### src/rtl/des_pkg.sv
// Shared constants, tables and helpers for the DES key schedule.
// Bit ordering: vector bit i carries FIPS bit i+1 (C = bits 27:0, D = bits 55:28).
package des_pkg;

   localparam int KEY_W    = 56;
   localparam int SUBKEY_W = 48;
   localparam int HALF_W   = 28;

   typedef enum logic {
      IDLE = 1'b0,
      RUN  = 1'b1
   } state_t;

   localparam int SHIFTS [16] = '{1, 1, 2, 2, 2, 2, 2, 2, 1, 2, 2, 2, 2, 2, 2, 1};

   // Entry j names the FIPS CD bit (1-based) that feeds subkey bit j.
   localparam int PC2_TABLE [48] = '{
      14, 17, 11, 24,  1,  5,  3, 28, 15,  6, 21, 10,
      23, 19, 12,  4, 26,  8, 16,  7, 27, 20, 13,  2,
      41, 52, 31, 37, 47, 55, 30, 40, 51, 45, 33, 48,
      44, 49, 39, 56, 34, 53, 46, 42, 50, 36, 29, 32
   };

   // A FIPS left rotate moves bit 1 to the end, i.e. a vector shift toward bit 0.
   function automatic logic [HALF_W-1:0] rot_left(input logic [HALF_W-1:0] h, input int n);
      return (n == 2) ? {h[1:0], h[HALF_W-1:2]} : {h[0], h[HALF_W-1:1]};
   endfunction

   function automatic logic [HALF_W-1:0] rot_right(input logic [HALF_W-1:0] h, input int n);
      return (n == 2) ? {h[HALF_W-3:0], h[HALF_W-1:HALF_W-2]} : {h[HALF_W-2:0], h[HALF_W-1]};
   endfunction

endpackage

### src/rtl/permuted_choice_2.sv
// Combinational PC-2: selects 48 of the 56 C/D bits to form a round subkey.
module permuted_choice_2
   import des_pkg::*;
(
   input  logic [KEY_W-1:0]    cd,
   output logic [SUBKEY_W-1:0] subkey
);

   for (genvar gi = 0; gi < SUBKEY_W; gi++) begin : g_bit
      assign subkey[gi] = cd[PC2_TABLE[gi] - 1];
   end

endmodule

### src/rtl/des_key_schedule.sv
// DES round-key generator: streams 16 subkeys per loaded key over a valid/ready
// handshake, forward for encryption or reversed for decryption.
module des_key_schedule
   import des_pkg::*;
(
   input  logic                clk,
   input  logic                rst_n,
   input  logic [KEY_W-1:0]    key_in,
   input  logic                key_valid,
   output logic                key_ready,
   input  logic                decrypt,
   output logic [SUBKEY_W-1:0] subkey,
   output logic                subkey_valid,
   input  logic                subkey_ready,
   output logic [3:0]          round_idx,
   output logic                last
);

   state_t              state_reg;
   logic [KEY_W-1:0]    cd_reg, cd_next;
   logic                decrypt_reg;
   logic [3:0]          idx_reg, idx_next;
   logic [SUBKEY_W-1:0] subkey_reg, pc2_out;
   logic                valid_reg, last_reg, last_next;
   logic                load, advance, step, finish;

   // PC-2 looks at the next C/D so the subkey register updates in the same edge.
   permuted_choice_2 u_pc2 (
      .cd     (cd_next),
      .subkey (pc2_out)
   );

   always_comb begin
      load     = (state_reg == IDLE) && key_valid;
      advance  = (state_reg == RUN) && valid_reg && subkey_ready;
      step     = advance && !last_reg;
      finish   = advance && last_reg;
      cd_next  = cd_reg;
      idx_next = idx_reg;
      if (load) begin
         if (decrypt) begin
            idx_next = 4'd15;
            cd_next  = key_in;
         end else begin
            idx_next = 4'd0;
            cd_next  = {rot_left(key_in[55:28], SHIFTS[0]), rot_left(key_in[27:0], SHIFTS[0])};
         end
      end else if (step) begin
         if (decrypt_reg) begin
            // Undo the shift that produced the current round to reach the previous one.
            idx_next = idx_reg - 4'd1;
            cd_next  = {rot_right(cd_reg[55:28], SHIFTS[idx_reg]),
                        rot_right(cd_reg[27:0], SHIFTS[idx_reg])};
         end else begin
            idx_next = idx_reg + 4'd1;
            cd_next  = {rot_left(cd_reg[55:28], SHIFTS[idx_next]),
                        rot_left(cd_reg[27:0], SHIFTS[idx_next])};
         end
      end
      last_next = (load ? decrypt : decrypt_reg) ? (idx_next == 4'd0) : (idx_next == 4'd15);
   end

   always_ff @(posedge clk or negedge rst_n) begin
      if (!rst_n) begin
         state_reg   <= IDLE;
         cd_reg      <= '0;
         decrypt_reg <= 1'b0;
         idx_reg     <= 4'd0;
         subkey_reg  <= '0;
         valid_reg   <= 1'b0;
         last_reg    <= 1'b0;
      end else begin
         case (state_reg)
            IDLE: if (load) begin
               state_reg   <= RUN;
               decrypt_reg <= decrypt;
               valid_reg   <= 1'b1;
            end
            RUN: if (finish) begin
               state_reg <= IDLE;
               valid_reg <= 1'b0;
            end
            default: state_reg <= IDLE;
         endcase
         if (load || step) begin
            cd_reg     <= cd_next;
            idx_reg    <= idx_next;
            subkey_reg <= pc2_out;
            last_reg   <= last_next;
         end else if (finish) begin
            last_reg <= 1'b0;
         end
      end
   end

   assign key_ready    = (state_reg == IDLE);
   assign subkey       = subkey_reg;
   assign subkey_valid = valid_reg;
   assign round_idx    = idx_reg;
   assign last         = last_reg;

endmodule

### config.mk
export PLATFORM = sky130hd
export DESIGN_NAME = des_key_schedule
export DESIGN_NICKNAME = d
export VERILOG_FILES = /design/src/rtl/des_pkg.sv /design/src/rtl/permuted_choice_2.sv /design/src/rtl/des_key_schedule.sv
export SDC_FILE = /design/constraint.sdc
export NUM_CORES = 1
export LEC_CHECK = 0
export BUFFER_PORTS_ARGS = -buffer_cell sky130_fd_sc_hd__buf_2
export CORE_AREA = 2 2 111 113
export DETAILED_ROUTE_END_ITERATION = 12
export DIE_AREA = 0 0 113 115
export MAX_ROUTING_LAYER = met4
export PLACE_DENSITY = 0.71
export SETUP_SLACK_MARGIN = 0.4
export SLEW_MARGIN = 20
export SYNTH_ARGS = -nofsm -noshare
export SYNTH_HDL_FRONTEND = slang
export SYNTH_SLANG_ARGS = --single-unit
### constraint.sdc
create_clock -name clk -period 2.9 [get_ports clk]
set_input_delay 0.29 -clock clk [delete_from_list [all_inputs] [get_ports clk]]
set_output_delay 0.29 -clock clk [all_outputs]
set_load 0.05 [all_outputs]
==> metrics.md <==
| Metric | Value |
|---|---|
| Synth area leader | dfrtp_1 |
| CTS tree | built |
| RSZ-0062 raised after global routing | false |
| Layout cells sized above 1 | 20.8% |
| Grt total ovfl | 0 |
| Clock sinks | 64 |
| Pin count of the biggest net entering global routing | 113 |
| Peak Freq | approximately 440 MHz |
| Largest register FFs | 55 |
| Final Skew | about 8 ps |
| # IOs | 116 |
| Maximum VDD drop | 277 uV |
| Rows | 40 |
| WL final | 15,500 um |
| Share of the synthesized area in the top cell type | about 28% |
| Final setup fails | 0 |
| Min Tclk post-route | roughly 2300 ps |
| DR vias | 5,634 |
| WP data required | 3120 ps |
| Fin nets | 880 |
| Vias per cell | roughly 5.8 |
| Crit Path Category | flop to flop |
| Worst-Skew Late Latency | about 330 ps |
| Worst-path maximum fanout | 28 |
| Synth Flop Type | dfrtp_1 |
| Die height | 115 um |
| Slew HR | 56.2% |
| R2R depth | 7 |
| Pre-CTS WS | 634 ps |
| HP Class | primary input to flop |
| Initial core utilization | roughly half |
| Avg WL per Cell | 16.0 um |
| Final Max Slew Viols | 0 |
| Die ar. | ~13,000 um^2 |
| First-pass GRT wire length | roughly 26,000 um |
| Worst-margin pin slew | 657 ps |
| Diodes inserted | 0 |
| Most common cell in the netlist | nand2_1 |
| Sequential share of the synthesized area | between 20% and 30% |
| Setup ws final | 619 ps |
| EDFF count, synth | 0 |
| CP max stage cell | or4_1 |
| Post-CTS Setup Inserts | 0 |
| Synthesis Warnings | 0 |
| Placeable Area | ~12,000 um^2 |
| Post-Syn Area | 5670 um^2 |
| Die width | roughly 110 um |
| Gpl congestion | ~0.84 |
| Antenna Nets Post-Route | 0 |
| Seq cells post-synth | 64 |
| Worst setup EP type | flop |
| Clock Pin Slew Worst Setup and Hold Paths | 60 ps |
| Root Buffer | clkbuf_16 |
| Cts bufs inserted | 9 |
| Max Cap Violations | 0 |
| Status | complete, but fails checks |
| Pwr dens | 644 nW/um^2 |
| Setup tns final | 0 ps |
| Resize count post-CTS | 0 |
| DRC violations left | 7 |
| Hold Path Stages | 3 |
| Port Buffers | 115 |
| Fillers | 1,224 |
| DP HPWL | around 9900 um |
| Initial DRT Pass Iterations | 9 |
| CP cell instances | inv_1 -> ha_1 -> or4_1 -> o21ai_4 -> buf_4 -> nand2_1 -> a31o_2 |
| CP arrival | 2500 ps |
| Type of origin of the critical path | flop |
| Initial antenna violation count | 0 |
| Final hold viol count | 0 |
| Cell variety after synth | slightly above 40 |
| Post-Syn Instances | about 800 |
| Vias in the first global route | 4,988 |
| GR Util All Layers | 24.8% |
| Area Overhead vs Synth | 10.1% |
| Final period utilization | 78.7% |
| DRT iter0 DRCs | 540 |
| # H-tree levels | 3 |
| Top cells by area, synth | dfrtp_1, nand2_1, mux2i_1 |
| Failing checks | DRC |
| Max stage delay on crit path | 560 ps |
| Clock Path Buffers | 2 |
| Mean Syn Cell Area | 7.12 um^2 |
| Asr flop ratio synth | 100% |
| Net count after synthesis | 860 |
| Leak Pwr | a little over 0.003 uW |
| Synth cell count leaders | nand2_1, dfrtp_1, nand3_1, mux2i_1 |
-- power by group --
part           internal (uW)  total [uW]  switching [uW]
clock                    689        1090             401
combinational            508        1660            1150
sequential              1050        1280             230
-- worst paths after layout --
check | startpoint | endpoint | slack, ps
worst max register to register | round_idx[1] | cd_reg[21] | 620
max in group asynchronous | rst_n | cd_reg[28] | 1830
worst max-delay path | round_idx[1] | cd_reg[21] | 620
worst min register to register | state_reg | subkey_valid | 550
worst min-delay path | key_valid | subkey_valid | 270
min in group asynchronous | rst_n | cd_reg[39] | 390
-- cells in the final DEF, fill, tap and decap left out, types with 3 or more instances in the layout --
master and instances:
nand2_1 229, buf_2 114, nand3_1 62, dfrtp_1 62, mux2i_1 58, o21ai_0 57
nor2_1 57, a31oi_1 56, a31o_1 40, a31o_2 16, buf_4 11, clkbuf_16 9
inv_1 5, o211ai_1 3, clkbuf_1 3, buf_12 3
-- per-layer routing --
layer / vias up / global-route usage, % / wire (um) / part of all wire [%]
met4: 0 / 6.26 / 178 / 1.1
li1: 2777 / - / - / -
met5: - / - / 0 / 0
met1: 2687 / 34.9 / 7260 / 47
met2: 157 / 37.8 / 7230 / 47
met3: 13 / 3.53 / 814 / 5.3
-- cell families (layout without fill, tap and decap cells) --
family,Yosys count,in the layout,synth area share (%)
adders and majority gates,2,2,0.441
buffers and inverters,125,150,12.1
and+or+nand+nor,365,365,27.2
muxes,58,58,10.2
xor gates and xnor gates,3,3,0.463
AOI/OAI and AO/OA,180,180,21.4
DFF,64,64,28.2
-- layout make-up --
type	instances	area [um^2]	share of cell area (%)
inverters	5	18.8	0.300
multi-input cells	608	3420	54.8
clock buffers	13	250	4.01
clock inverters	3	42.5	0.681
repair buffers	129	723	11.6
flip-flops and latches	64	1610	25.7
well taps	147	184	2.94
-- per-stage QoR --
stage	total power [uW]	cells	cell area, um^2	util (%)	hold WS, ps
CTS	4040	969	6250	52.9	267
global route	4280	969	6250	52.9	288
floorplan	2680	797	5670	-	-5.59
detailed placement	2950	952	5940	50.3	216
global placement	2920	952	5940	50.3	217
finish	4020	969	6250	52.9	270
-- repair_timing --
| action | CTS | global route |
|---|---|---|
| hold buffers | 1 | 0 |
| hold endpoints to repair | 13 | 0 |
| setup endpoints to repair | 0 | 0 |
-- critical path, delay by kind of cell (launching register included) --
kind / cells / cell delay (ps)
adder cells (fa/ha/maj): 1 / 330
AO/OA/AOI/OAI: 2 / 310
buffers and inverters: 2 / 390
AND/OR/NAND/NOR: 2 / 660
flip-flops: 1 / 460
Power figures use the tool's default switching activity.
